### config.mk
export PLATFORM = sky130hd
export DESIGN_NAME = adsr_vca_flat
export DESIGN_NICKNAME = d
export VERILOG_FILES = /design/src/rtl/adsr_pkg.sv /design/src/rtl/adsr_vca_if.sv /design/src/rtl/vca_mult16.sv /design/src/rtl/adsr_vca.sv /design/src/flat_wrapper.sv
export SDC_FILE = /design/constraint.sdc
export NUM_CORES = 1
export LEC_CHECK = 0
export CORE_UTILIZATION = 30
export DETAILED_ROUTE_END_ITERATION = 7
export SLEW_MARGIN = 40
export SYNTH_ARGS = -nofsm -noshare
export SYNTH_HDL_FRONTEND = slang
export SYNTH_SLANG_ARGS = --single-unit
### constraint.sdc
create_clock -name clk -period 4.66 [get_ports clk]
set_clock_uncertainty 0.1 [all_clocks]
set_input_delay 0.466 -clock clk [delete_from_list [all_inputs] [get_ports clk]]
set_output_delay 0.466 -clock clk [all_outputs]
set_load 0.01 [all_outputs]
### src/rtl/adsr_pkg.sv
// Shared types and constants for the ADSR envelope / VCA slice.
package adsr_pkg;

    localparam int unsigned DATA_W         = 16;
    localparam int unsigned RATE_W         = 8;
    localparam int unsigned STEP_W         = 17;
    localparam int unsigned MULT_CYCLES    = 16;
    localparam int unsigned CNT_W          = 5;
    localparam int unsigned STEP_SHIFT_DEF = 4;

    typedef enum logic [2:0] {
        ST_IDLE    = 3'd0,
        ST_ATTACK  = 3'd1,
        ST_DECAY   = 3'd2,
        ST_SUSTAIN = 3'd3,
        ST_RELEASE = 3'd4
    } adsr_state_e;

    // Envelope increment for a rate code: (rate + 1) << shift.
    function automatic logic [STEP_W-1:0] env_step(input logic [RATE_W-1:0] rate,
                                                   input int unsigned       shift);
        env_step = (STEP_W'(rate) + STEP_W'(1)) << shift;
    endfunction

endpackage

### src/rtl/adsr_vca_if.sv
// Control, audio and status signals between the voice controller and the ADSR/VCA.
// The release rate is named release_rate because 'release' is a reserved word.
interface adsr_vca_if;
    import adsr_pkg::*;

    logic              sample_en;
    logic              gate;
    logic [RATE_W-1:0] attack;
    logic [RATE_W-1:0] decay;
    logic [RATE_W-1:0] release_rate;
    logic [RATE_W-1:0] sustain;
    logic [DATA_W-1:0] din;
    logic [DATA_W-1:0] dout;
    logic              dout_valid;
    logic [DATA_W-1:0] env;
    logic              active;

    modport master (
        output sample_en, gate, attack, decay, release_rate, sustain, din,
        input  dout, dout_valid, env, active
    );

    modport slave (
        input  sample_en, gate, attack, decay, release_rate, sustain, din,
        output dout, dout_valid, env, active
    );

endinterface

### src/rtl/vca_mult16.sv
// Sequential 16x16 shift-add multiplier returning the upper 16 product bits.
// Result and done are registered 17 clocks after the accepted start.
module vca_mult16
    import adsr_pkg::*;
(
    input  logic              clk,
    input  logic              rst,
    input  logic              start,
    input  logic [DATA_W-1:0] a,
    input  logic [DATA_W-1:0] b,
    output logic              done,
    output logic [DATA_W-1:0] result
);

    logic                  busy;
    logic [CNT_W-1:0]      cnt;
    logic [2*DATA_W-1:0]   acc;
    logic [2*DATA_W-1:0]   mcand;
    logic [DATA_W-1:0]     mplier;

    // Accept start only when idle, iterate 16 times, then publish the result.
    always_ff @(posedge clk) begin
        if (rst) begin
            busy   <= 1'b0;
            done   <= 1'b0;
            result <= '0;
            cnt    <= '0;
            acc    <= '0;
            mcand  <= '0;
            mplier <= '0;
        end else begin
            done <= 1'b0;
            if (!busy) begin
                if (start) begin
                    busy   <= 1'b1;
                    cnt    <= '0;
                    acc    <= '0;
                    mcand  <= (2*DATA_W)'(a);
                    mplier <= b;
                end
            end else if (cnt != CNT_W'(MULT_CYCLES)) begin
                if (mplier[0]) begin
                    acc <= acc + mcand;
                end
                mcand  <= mcand << 1;
                mplier <= mplier >> 1;
                cnt    <= cnt + CNT_W'(1);
            end else begin
                busy   <= 1'b0;
                done   <= 1'b1;
                result <= acc[2*DATA_W-1:DATA_W];
            end
        end
    end

endmodule

### src/rtl/adsr_vca.sv
// ADSR envelope generator driving a sequential VCA multiplier.
module adsr_vca
    import adsr_pkg::*;
#(
    parameter int unsigned STEP_SHIFT = STEP_SHIFT_DEF
) (
    input  logic       clk,
    input  logic       rst,
    adsr_vca_if.slave  bus
);

    adsr_state_e       state_q, state_n;
    logic [DATA_W-1:0] env_q, env_n;
    logic              gate_prev_q;
    logic              active_q;

    logic [STEP_W-1:0] atk_step, dec_step, rel_step;
    logic [DATA_W-1:0] s_lvl;
    logic [STEP_W:0]   atk_sum, dec_floor;
    logic              mult_done;
    logic [DATA_W-1:0] mult_result;

    assign atk_step  = env_step(bus.attack, STEP_SHIFT);
    assign dec_step  = env_step(bus.decay, STEP_SHIFT);
    assign rel_step  = env_step(bus.release_rate, STEP_SHIFT);
    assign s_lvl     = {bus.sustain, bus.sustain};
    assign atk_sum   = (STEP_W+1)'(env_q) + (STEP_W+1)'(atk_step);
    assign dec_floor = (STEP_W+1)'(s_lvl) + (STEP_W+1)'(dec_step);

    // Envelope state register; only sample ticks advance it.
    always_ff @(posedge clk) begin
        if (rst) begin
            state_q     <= ST_IDLE;
            env_q       <= '0;
            gate_prev_q <= 1'b0;
            active_q    <= 1'b0;
        end else if (bus.sample_en) begin
            state_q     <= state_n;
            env_q       <= env_n;
            gate_prev_q <= bus.gate;
            active_q    <= (state_n != ST_IDLE);
        end
    end

    // Next state and envelope: gate edge, gate release, then per-state step.
    always_comb begin
        state_n = state_q;
        env_n   = env_q;
        if (bus.gate && !gate_prev_q) begin
            state_n = ST_ATTACK;
        end else if (!bus.gate && (state_q == ST_ATTACK || state_q == ST_DECAY ||
                                   state_q == ST_SUSTAIN)) begin
            state_n = ST_RELEASE;
        end else begin
            case (state_q)
                ST_ATTACK: begin
                    if (atk_sum >= (STEP_W+1)'(16'hFFFF)) begin
                        env_n   = 16'hFFFF;
                        state_n = ST_DECAY;
                    end else begin
                        env_n = atk_sum[DATA_W-1:0];
                    end
                end
                ST_DECAY: begin
                    if ((STEP_W+1)'(env_q) <= dec_floor) begin
                        env_n   = s_lvl;
                        state_n = ST_SUSTAIN;
                    end else begin
                        env_n = env_q - dec_step[DATA_W-1:0];
                    end
                end
                ST_SUSTAIN: env_n = s_lvl;
                ST_RELEASE: begin
                    if (STEP_W'(env_q) <= rel_step) begin
                        env_n   = '0;
                        state_n = ST_IDLE;
                    end else begin
                        env_n = env_q - rel_step[DATA_W-1:0];
                    end
                end
                default: begin
                    env_n   = '0;
                    state_n = ST_IDLE;
                end
            endcase
        end
    end

    // The multiplier sees the envelope value from before this tick's update.
    vca_mult16 u_mult (
        .clk    (clk),
        .rst    (rst),
        .start  (bus.sample_en),
        .a      (bus.din),
        .b      (env_q),
        .done   (mult_done),
        .result (mult_result)
    );

    assign bus.dout       = mult_result;
    assign bus.dout_valid = mult_done;
    assign bus.env        = env_q;
    assign bus.active     = active_q;

endmodule

### src/flat_wrapper.sv
// flat-port wrapper written by rule: the top's interface ports become plain ports
module adsr_vca_flat import adsr_pkg::*;
#(
    parameter int unsigned STEP_SHIFT = STEP_SHIFT_DEF
)
  (clk, rst, bus_sample_en, bus_gate, bus_attack, bus_decay, bus_release_rate, bus_sustain, bus_din, bus_dout, bus_dout_valid, bus_env, bus_active);
  adsr_vca_if bus_i ();
  input  logic clk;
  input  logic rst;
  input wire logic [$bits(bus_i.sample_en)-1:0] bus_sample_en;
  input wire logic [$bits(bus_i.gate)-1:0] bus_gate;
  input wire logic [$bits(bus_i.attack)-1:0] bus_attack;
  input wire logic [$bits(bus_i.decay)-1:0] bus_decay;
  input wire logic [$bits(bus_i.release_rate)-1:0] bus_release_rate;
  input wire logic [$bits(bus_i.sustain)-1:0] bus_sustain;
  input wire logic [$bits(bus_i.din)-1:0] bus_din;
  output wire logic [$bits(bus_i.dout)-1:0] bus_dout;
  output wire logic [$bits(bus_i.dout_valid)-1:0] bus_dout_valid;
  output wire logic [$bits(bus_i.env)-1:0] bus_env;
  output wire logic [$bits(bus_i.active)-1:0] bus_active;
  assign bus_i.sample_en = bus_sample_en;
  assign bus_i.gate = bus_gate;
  assign bus_i.attack = bus_attack;
  assign bus_i.decay = bus_decay;
  assign bus_i.release_rate = bus_release_rate;
  assign bus_i.sustain = bus_sustain;
  assign bus_i.din = bus_din;
  assign bus_dout = bus_i.dout;
  assign bus_dout_valid = bus_i.dout_valid;
  assign bus_env = bus_i.env;
  assign bus_active = bus_i.active;
  adsr_vca #(.STEP_SHIFT(STEP_SHIFT)) u_core (.clk(clk), .rst(rst), .bus(bus_i));
endmodule
==> results of run 1 <==
through the flow:
| stage | power [mW] | TNS, ps | utilization | setup WS, ps |
|---|---|---|---|---|
| finish | 3.23 | 0 | 0.384 | 235 |
| global route | 3.39 | 0 | 0.384 | 1.99 |
| floorplan | 1.59 | 0 | - | 109 |
| global placement | 1.84 | -3640 | 0.361 | -292 |
| CTS | 3.25 | 0 | 0.382 | 71.9 |
| detailed placement | 1.85 | -4580 | 0.361 | -344 |
logic make-up (layout without fill, tap and decap cells):
| family | Yosys count | after routing |
|---|---|---|
| buf+inv | 101 | 230 |
| compound gates | 337 | 337 |
| xor+xnor | 78 | 78 |
| simple gates | 391 | 391 |
| fa+ha+maj | 94 | 94 |
| flops | 124 | 124 |
| mux | 35 | 35 |
report_power, final:
part | switching [mW] | internal [mW]
Clock | 0.490 | 0.905
Sequential | 0.0396 | 1.10
Combinational | 0.383 | 0.312
registers in the layout (all words and copies together) (netlist names):
name                  cells
u_core.u_mult.result     16
u_core.u_mult.mcand      32
u_core.u_mult.mplier     16
u_core.gate_prev_q        1
u_core.bus.env           16
u_core.u_mult.done        1
u_core.bus.active         1
u_core.u_mult.busy        1
u_core.u_mult.acc        32
u_core.state_q            3
u_core.u_mult.cnt         5
worst paths after layout:
path / cells after the start / slack (ps) / endpoint / startpoint
max: 22 / 240 / u_core.bus.env[1] / bus_decay[0]
min: 2 / 330 / u_core.u_mult.done / rst
max reg2reg: 12 / 1110 / u_core.bus.env[11] / u_core.bus.env[4]
min reg2reg: 2 / 350 / u_core.u_mult.result[8] / u_core.u_mult.result[8]
synth_stat cells, drive strengths merged, types with 6 or more instances:
cell type,n,area [sq um]
o21bai,12,90.1
nor3,16,80.1
inv,51,191
or3,7,43.8
nand4,10,62.6
nand2,121,454
o31ai,6,45.0
xor2,32,280
o21ai,49,245
and3,16,100
a31oi,15,93.8
xnor2,46,403
a21o,19,143
clkbuf,45,169
a221oi,7,67.6
mux2i,34,340
o21a,7,52.6
o211ai,8,60.1
ha,89,1110
nand2b,15,93.8
and2,9,56.3
nor2,87,327
a22o,17,149
dfxtp,124,2480
a21oi,116,588
nand3,71,355
nor2b,13,81.3
a211oi,39,293
placed cells by master (no fill, tap or decap), types with 16 or more instances in the layout:
master,count
dfxtp_1,123
nand2_1,119
a21oi_1,111
ha_1,88
nor2_1,85
clkdlybuf4s50_1,84
nand3_1,71
buf_4,61
inv_1,51
xnor2_1,43
o21ai_0,38
a211oi_1,38
mux2i_1,34
xor2_1,31
a21o_1,19
a22o_1,17
clkbuf_16,17
and3_1,16
nor3_1,16
metal layers:
| layer | global-route usage | part of all wire | wire [um] |
|---|---|---|---|
| met2 | 0.284 | 0.45 | 12100 |
| met5 | 0 | 0 | 0 |
| met3 | 0.0369 | 0.055 | 1480 |
| met4 | 0.0787 | 0.036 | 966 |
| met1 | 0.224 | 0.46 | 12600 |
repair_timing:
| action | CTS | global route |
|---|---|---|
| buffers inserted | 0 | 1 |
| resized for setup | 0 | 14 |
| setup endpoints to repair | 0 | 18 |
worst reg2reg max path, stage by stage (launching register included):
cell and delay, ps:
dfxtp_1 590, ha_1 250, inv_1 50, fa_1 390, nand2b_1 190, a21o_1 220
a221oi_1 340, o21ai_1 140, xnor2_1 160, a31o_2 320, nand2_1 310, nand2_1 150
o221a_1 240
final cells by class:
class,instances,share of cell area
tap,390,0.0425
clock inverter,12,0.0148
clock buffer,20,0.0389
inverter,51,0.0167
sequential,124,0.216
timing repair buffer,147,0.115
multi-input combinational,935,0.556
==> flow_metrics.py, run 1 <==
metrics = {
    "flow_run": {
        "max_cap_viol_count": 0,
    },
    "grt": {
        "gr-total-overflow": 0,
        "grt_pass1_vias": 8425,
        "grt_util_all_layers": 0.176,
        "grt_antenna_before_repair": 0,
        "grt_max_degree": 75,
        "grt_first_pass_wirelength_mm": 43.5,
    },
    "logic_synthesis": {
        "yosys_warnings": 0,
        "synth_top_family_by_area": "compound AO/OA/AOI/OAI gates",
        "synth_compound_area_frac": 0.241,
        "synth-simple-area-share": 0.202,
        "synth_xor_area_frac": 0.0745,
        "async_flop_share": 0,
        "synth-edff-count": 0,
        "synth.avg_cell_area_sq_um": 7.91,
        "ys_ff_latch": 124,
        "yosys.area_share.adder": 0.132,
        "synth_cells": 1160,
        "synth_fp_nets": 1306,
        "synth_mux_area_frac": 0.0383,
        "synth_cell_types": 69,
        "synth-main-ff-cell": "dfxtp_1",
        "yosysSeqAreaShare": 0.271,
        "netlist_area_sq_um": 9170,
    },
    "place": {
        "hpwl_mm": 20.2,
        "numPortBuffers": 85,
        "gp_congestion": 0.890,
        "place_inst": 1646,
        "dpl_cell_area_sq_um": 10800,
    },
    "critical_path": {
        "cpMostUsedCell": "a21oi_1",
        "crit_path_end_kind": "flop",
        "worstPathCellList": "clkdlybuf4s50_1 -> ha_2 -> ha_1 -> a21o_1 -> a21oi_2 -> o21bai_1 -> a21oi_2 -> o21ai_0 -> a21oi_1 -> o21bai_1 -> a21oi_1 -> xnor2_1 -> ha_1 -> a211o_1 -> a21oi_1 -> and2_1 -> a211oi_2 -> buf_4 -> nand3_1 -> nand2_1 -> o31a_1 -> a22o_1",
        "critPathSlowestCell": "clkdlybuf4s50_1",
        "crit_path_start_kind": "input pin",
        "arrival_ps": 4640,
        "path_buf_inv": 2,
        "crit_family": "compound AO/OA/AOI/OAI gates",
        "path_max_fanout": 5,
        "path_class": "input pin to flop",
        "critPathRequiredTime_ps": 4870,
        "slowest_delay_ps": 490,
    },
    "sta": {
        "finalCritPeriodShare": 0.950,
        "hold_viol_final": 0,
        "worst_slew_pin_slew_ps": 848,
        "slew_violations": 0,
        "finalSetupViolCount": 0,
        "rsz0062_at_grt": "no",
        "maxSlewHeadroom": 0.433,
        "min_period_ps": 4420,
        "hold_slack_ps": 328,
        "max_freq_mhz": 226,
    },
    "final_layout": {
        "layout.nets": 1422,
        "multiInputGateArea_sq_um": 6380,
        "regArea_sq_um": 2480,
        "layout-drive-gt1-share": 0.0954,
        "final_area_sq_um": 11500,
        "finalNonFillerCells": 1679,
        "num-fill-cells": 3085,
        "area_growth_pct": 25.2,
        "diodes": 0,
    },
    "floorplanning": {
        "die_w_um": 177,
        "core_sq_um": 29900,
        "rows": 63,
        "ioPinCount": 86,
        "start_util": 0.307,
        "die_h_um": 177,
        "dieArea_sq_um": 31300,
    },
    "routing": {
        "wirelength_mm": 27.1,
        "remaining_drc_errors": 0,
        "ant_nets": 0,
        "via_count": 8898,
        "dr.pass1.iters": 5,
        "first_iter_violations": 569,
        "drt-vias-per-instance": 5.30,
        "wl_per_cell_um": 16.2,
    },
    "hold_path": {
        "hold_path.class": "input pin to flop",
    },
    "run_status": {
        "status": "complete, no violations",
    },
    "clock_tree": {
        "cts.sinks": 124,
        "cts_made_buffers": 17,
        "cts_tree": "built",
        "cts_max_path_buffers": 2,
        "cts_root_buffer": "clkbuf_16",
        "clk_pin_slew_worst_paths_ps": 50,
        "htree_num_levels": 4,
        "clk_latency_ps": 430,
        "hold_buffers": 0,
    },
    "power_and_ir_drop": {
        "p_leak_nw": 4.75,
        "vdd_drop_max_uv": 144,
        "powerDensity_nw_per_um2": 281,
    },
}
(Power assumes the default switching activity.)
==> inputs of run 2 (changes only) <==
--- a/config.mk
+++ b/config.mk
@@ -5,9 +5,11 @@
 export SDC_FILE = /design/constraint.sdc
 export NUM_CORES = 1
 export LEC_CHECK = 0
+export CORE_MARGIN = 10
 export CORE_UTILIZATION = 30
 export DETAILED_ROUTE_END_ITERATION = 7
 export SLEW_MARGIN = 40
 export SYNTH_ARGS = -nofsm -noshare
 export SYNTH_HDL_FRONTEND = slang
+export SYNTH_HIERARCHICAL = 1
 export SYNTH_SLANG_ARGS = --single-unit
==> run 2 against run 1 <==
Worst setup slack better by 81 ps. Combinational power down 24%. Design area up 1.4%. Final cell count up 1.9%. Sequential share of layout area down 0.30 points. First-iteration DRC count up 2.6%.
==> flow_metrics.py, run 2 <==
metrics = {
    "run_status": {
        "status": "complete, no violations",
    },
    "grt": {
        "gr-total-overflow": 0,
        "grt_antenna_before_repair": 0,
        "grt_max_degree": 72,
        "grt_pass1_vias": 8882,
        "grt_util_all_layers": 0.145,
        "grt_first_pass_wirelength_mm": 45.7,
    },
    "logic_synthesis": {
        "synth_top_family_by_area": "compound AO/OA/AOI/OAI gates",
        "synth_mux_area_frac": 0.0347,
        "synth_cell_types": 77,
        "synth-main-ff-cell": "dfxtp_1",
        "async_flop_share": 0,
        "synth.avg_cell_area_sq_um": 7.85,
        "synth_compound_area_frac": 0.257,
        "yosys.area_share.adder": 0.131,
        "synth_fp_nets": 1327,
        "synth_top_cell_area_share": 0.268,
        "synth_cells": 1181,
        "synth-edff-count": 0,
        "synth_xor_area_frac": 0.0642,
        "synth_top_area_cell": "dfxtp_1",
        "synth-simple-area-share": 0.203,
        "yosysSeqAreaShare": 0.268,
        "ys_ff_latch": 124,
        "yosys_warnings": 6,
        "netlist_area_sq_um": 9270,
        "synthTopCellsByCount": "nand2_1 (137), dfxtp_1 (124), a21oi_1 (113)",
        "synth_area_leaders": "dfxtp_1 (27%), ha_1 (12%), a21oi_1 (6.1%)",
        "synth_most_common_cell": "nand2_1",
    },
    "power_and_ir_drop": {
        "vdd_drop_max_uv": 234,
        "power.total_mw": 3.02,
        "p_leak_nw": 4.70,
        "powerDensity_nw_per_um2": 260,
    },
    "critical_path": {
        "path_class": "input pin to flop",
        "arrival_ps": 4560,
        "critPathSlowestCell": "clkdlybuf4s50_1",
        "r2r_start": "u_core/bus.env[4]",
        "path_max_fanout": 5,
        "cpMostUsedCell": "a21oi_1",
        "worstPathCellList": "clkdlybuf4s50_1 -> ha_1 -> inv_1 -> fa_2 -> nor2b_4 -> o31ai_4 -> or2b_1 -> a21oi_1 -> xor2_1 -> ha_1 -> a211oi_1 -> nor2_1 -> o21ai_0 -> a21oi_1 -> o31ai_4 -> a21o_1 -> a21oi_1 -> or3b_1 -> a311oi_1",
        "reg2reg_slack_ps": 820,
        "slowest_delay_ps": 520,
        "crit_path_end_kind": "flop",
        "r2r-end": "u_core/bus.env[6]",
        "critPathRequiredTime_ps": 4880,
        "r2r_cells": 12,
        "crit_path_start_kind": "input pin",
    },
    "final_layout": {
        "final_area_sq_um": 11600,
        "layout-drive-gt1-share": 0.107,
        "finalNonFillerCells": 1711,
        "postLayoutCoreUtil": 0.382,
        "diodes": 0,
        "layout.cells.most_common_list": "nand2_1 (135), dfxtp_1 (123), a21oi_1 (112)",
        "reg_top3": "u_core/u_mult/acc (32), u_core/u_mult/mcand (32)",
        "area_growth_pct": 25.6,
        "layout_commonest_cell": "nand2_1",
        "layout.nets": 1448,
        "num-fill-cells": 3143,
    },
    "routing": {
        "first_iter_violations": 584,
        "dr.pass1.iters": 5,
        "drt-vias-per-instance": 5.28,
        "remaining_drc_errors": 0,
        "wirelength_mm": 28.5,
        "wl_per_cell_um": 16.7,
        "via_count": 9036,
        "ant_nets": 0,
    },
    "clock_tree": {
        "cts_root_buffer": "clkbuf_16",
        "cts_max_path_buffers": 2,
        "htree_num_levels": 4,
        "clk_latency_ps": 420,
        "clk_pin_slew_worst_paths_ps": 60,
        "cts_tree": "built",
        "cts_made_buffers": 17,
        "cts.sinks": 124,
    },
    "hold_path": {
        "holdPathStages": 2,
        "min-delay-start": "u_core/u_mult/result[11]",
        "hold_end": "u_core/u_mult/result[11]",
        "hold_path.class": "flop to flop",
    },
    "sta": {
        "finalSetupViolCount": 0,
        "slew_violations": 0,
        "hold_viol_final": 0,
        "setup_tns_ps": 0,
        "max_freq_mhz": 230,
        "maxSlewHeadroom": 0.505,
        "setup_slack_ps": 317,
        "finalCritPeriodShare": 0.932,
        "worst_slew_pin_slew_ps": 738,
        "hold_slack_ps": 354,
        "min_period_ps": 4340,
    },
    "floorplanning": {
        "die_h_um": 196,
        "core_sq_um": 30500,
        "ioPinCount": 86,
        "dieArea_sq_um": 38300,
        "rows": 64,
        "start_util": 0.304,
        "die_w_um": 196,
    },
    "place": {
        "dpl_cell_area_sq_um": 10900,
        "place_inst": 1676,
        "gp_congestion": 0.938,
        "numPortBuffers": 85,
        "pre_cts_ws_ps": -365,
        "hpwl_mm": 21.3,
    },
    "flow_run": {
        "max_cap_viol_count": 0,
    },
}
==> run 2: cell count changes after synthesis, moves of 9 or more <==
cell / previous run / this run
nor2_1: 87 / 102
o21ai_0: 38 / 59
nand3_1: 71 / 61
a22o_1: 17 / 1
nand2_1: 121 / 137
a21o_1: 19 / 28
==> run 2: area by class of cell <==
cell class / count / area (sq um) / area share
Multi-Input combinational cell: 952 / 6490 / 0.557
Sequential cell: 124 / 2480 / 0.213
Tap cell: 396 / 495 / 0.0425
Clock inverter: 13 / 165 / 0.0142
Clock buffer: 19 / 443 / 0.0380
Timing Repair Buffer: 153 / 1370 / 0.118
Inverter: 54 / 203 / 0.0174
==> run 2: layer usage <==
layer  GRT usage  wire [um]
met1       0.177      12500
met2       0.243      13300
met3      0.0367       1940
met4      0.0501        785
met5           0          0
==> run 2: cells by family after synthesis <==
logic type,Yosys count
buf+inv,105
xor+xnor,68
compound gates,355
fa+ha+maj,94
simple gates,403
flops,124
mux,32
==> run 2: worst max-delay path by stage <==
stage	start	slack [ps]	end	cells past startpoint
floorplan	bus_decay[0]	390	u_core/bus.env[7]	18
global placement	bus_decay[1]	-270	u_core/bus.env[7]	20
detailed placement	bus_decay[1]	-360	u_core/state_q[0]	19
CTS	bus_decay[1]	70	u_core/state_q[0]	19
global route	bus_decay[4]	-2	u_core/bus.env[1]	23
finish	bus_sustain[4]	320	u_core/bus.active	19
==> run 2: power by group <==
group	switching [mW]	leakage (nW)	internal (mW)	total [mW]
Combinational	0.288	3.40	0.237	0.525
Sequential	0.0322	1.01	1.09	1.13
Clock	0.512	0.298	0.860	1.37
Total	0.832	4.70	2.19	3.02
==> run 2: worst max-delay path: cells and delay by family <==
| kind | cells | cell delay (ps) |
|---|---|---|
| AOI/OAI and AO/OA | 9 | 1780 |
| and+or+nand+nor | 4 | 790 |
| adders and majority gates | 3 | 770 |
| buffers and inverters | 2 | 600 |
| xor gates and xnor gates | 1 | 160 |
==> run 2: repair_timing <==
action | 4_1_cts | 5_1_grt
setup endpoints to repair | 0 | 18
buffers inserted | 0 | 3
resized for setup | 0 | 21
hold buffers | 0 | 0
==> inputs of run 3 (changes only) <==
--- a/config.mk
+++ b/config.mk
@@ -6,8 +6,10 @@
 export NUM_CORES = 1
 export LEC_CHECK = 0
 export CORE_MARGIN = 10
-export CORE_UTILIZATION = 30
+export CORE_UTILIZATION = 46
 export DETAILED_ROUTE_END_ITERATION = 7
+export GPL_TIMING_DRIVEN = 0
+export PLACE_DENSITY = 0.69
 export SLEW_MARGIN = 40
 export SYNTH_ARGS = -nofsm -noshare
 export SYNTH_HDL_FRONTEND = slang
==> run 3 against run 2 <==
Maximum frequency shrank 1.2%. Largest power group unchanged. Critical path type unchanged. Utilization grew 18 points. Register-to-register slack got worse by 110 ps. Die area shrank 32%.
==> flow_metrics.py, run 3 (same netlist as run 2, synthesis figures left out) <==
metrics = {
    "run_status": {
        "status": "complete, no violations",
    },
    "final_layout": {
        "layout.nets": 1436,
        "layout-drive-gt1-share": 0.0614,
        "area_growth_pct": 20.1,
        "final_area_sq_um": 11100,
        "layout_commonest_cell": "nand2_1",
        "layout.cells.most_common_list": "nand2_1 (137), dfxtp_1 (124), a21oi_1 (108)",
        "diodes": 0,
        "reg_top3": "u_core/u_mult/acc (32), u_core/u_mult/mcand (32)",
        "num-fill-cells": 1916,
    },
    "critical_path": {
        "path_class": "input pin to flop",
        "r2r_cells": 11,
        "path_max_fanout": 7,
        "arrival_ps": 4620,
        "reg2reg_slack_ps": 710,
        "critPathRequiredTime_ps": 4880,
        "crit_path_end_kind": "flop",
        "r2r-end": "u_core/bus.env[4]",
        "crit_path_start_kind": "input pin",
        "r2r_start": "u_core/bus.env[5]",
    },
    "power_and_ir_drop": {
        "switching_share": 0.286,
        "power_frac_clock": 0.427,
        "vdd_drop_max_uv": 172,
        "powerDensity_nw_per_um2": 254,
        "p_sw_uw": 809,
        "combPwrFrac": 0.176,
        "seqPwrFrac": 0.396,
        "p_leak_nw": 4.43,
        "intPower_mw": 2.02,
    },
    "routing": {
        "wl_per_cell_um": 17.4,
        "wirelength_mm": 27.4,
        "via_count": 9200,
        "first_iter_violations": 704,
        "drt-vias-per-instance": 5.87,
        "ant_nets": 0,
        "remaining_drc_errors": 0,
        "dr.pass1.iters": 5,
    },
    "floorplanning": {
        "ioPinCount": 86,
        "start_util": 0.472,
        "die_w_um": 162,
        "dieArea_sq_um": 26200,
        "die_h_um": 162,
        "rows": 51,
        "core_sq_um": 19700,
    },
    "grt": {
        "grt_max_degree": 17,
        "grt_pass1_vias": 8936,
        "grt_first_pass_wirelength_mm": 44.7,
        "gr-total-overflow": 0,
        "grt_antenna_before_repair": 0,
        "grt_util_all_layers": 0.205,
    },
    "hold_path": {
        "hold_path.class": "flop to flop",
        "hold_end": "u_core/u_mult/result[1]",
        "min-delay-start": "u_core/u_mult/result[1]",
        "holdPathStages": 2,
    },
    "clock_tree": {
        "cts.sinks": 124,
        "clk_pin_slew_worst_paths_ps": 60,
        "cts_made_buffers": 17,
        "clk_latency_ps": 420,
        "htree_num_levels": 4,
        "cts_tree": "built",
        "hold_buffers": 0,
        "cts_max_path_buffers": 2,
        "cts_root_buffer": "clkbuf_16",
    },
    "sta": {
        "min_period_ps": 4400,
        "hold_viol_final": 0,
        "maxSlewHeadroom": 0.447,
        "finalCritPeriodShare": 0.943,
        "worst_slew_pin_slew_ps": 823,
        "hold_slack_ps": 351,
        "max_freq_mhz": 227,
        "rsz0062_at_grt": "no",
        "slew_violations": 0,
        "finalSetupViolCount": 0,
    },
    "place": {
        "numPortBuffers": 85,
        "hpwl_mm": 20.7,
        "dpl_cell_area_sq_um": 10500,
        "gp_congestion": 0.936,
    },
    "flow_run": {
        "max_cap_viol_count": 0,
    },
}
run 3: final cells by class:
type	instances	area, sq um	share of cell area
plain buffers	51	195	0.0175
clock buffers	22	474	0.0426
clock inverters	10	66.3	0.00595
inverters	54	203	0.0182
multi-input cells	952	6490	0.583
flip-flops and latches	124	2480	0.223
well taps	265	332	0.0298
repair buffers	90	895	0.0803
run 3: stage by stage:
step	power (mW)	instances	util	setup slack, ps	setup TNS (ps)
after floorplan	1.47	1181	-	394	0
after global placement	1.61	1531	0.532	-817	-12430
after detailed placement	1.62	1531	0.532	-801	-12220
after CTS	2.83	1567	0.564	23.3	0
after global routing	2.95	1568	0.567	29.1	0
final	2.83	1568	0.567	264	0
run 3: worst max-delay path by stage:
stage	from	end	slack, ps	cells past startpoint
after floorplan	bus_decay[0]	u_core/bus.env[7]	390	18
after global placement	bus_decay[0]	u_core/bus.env[3]	-820	19
after detailed placement	bus_decay[0]	u_core/bus.env[3]	-800	20
after CTS	bus_decay[2]	u_core/bus.active	20	19
after global routing	bus_decay[1]	u_core/bus.active	30	20
final	bus_decay[1]	u_core/bus.active	260	20
run 3: repair_timing:
action	in CTS	in global routing
endpoints found under the hold margin	0	0
pin swaps	7	3
endpoints found under the setup margin	17	18
gates resized for setup	13	16
setup buffers	4	1
run 3: worst max-delay path, stage by stage:
cell           delay (ps)
dlygate4sd2_1         280
ha_4                  180
nand3_2               130
xnor2_2               190
ha_1                  350
o21a_1                150
o31ai_4                60
or2b_1                250
a21oi_1               170
xor2_1                180
ha_1                  270
a211oi_1              200
nor2_1                 70
o21ai_1               130
a21oi_1               110
o31ai_4               450
a21o_1                240
a21oi_1                90
or3b_1                390
a311oi_1              270
run 3: power by group through the flow:
stage | clock, mW | sequential (mW) | combinational (mW)
after floorplan | 0 | 1.13 | 0.332
after global placement | 0 | 1.14 | 0.472
after detailed placement | 0 | 1.14 | 0.479
after CTS | 1.22 | 1.12 | 0.490
after global routing | 1.27 | 1.12 | 0.556
final | 1.21 | 1.12 | 0.499
run 3: metal layers:
| layer | GRT usage | up-vias | part of all wire |
|---|---|---|---|
| met3 | 0.0417 | 71 | 0.067 |
| met5 | 0 | - | 0 |
| li1 | - | 4535 | - |
| met1 | 0.255 | 4253 | 0.44 |
| met2 | 0.341 | 341 | 0.46 |
| met4 | 0.0831 | 0 | 0.034 |
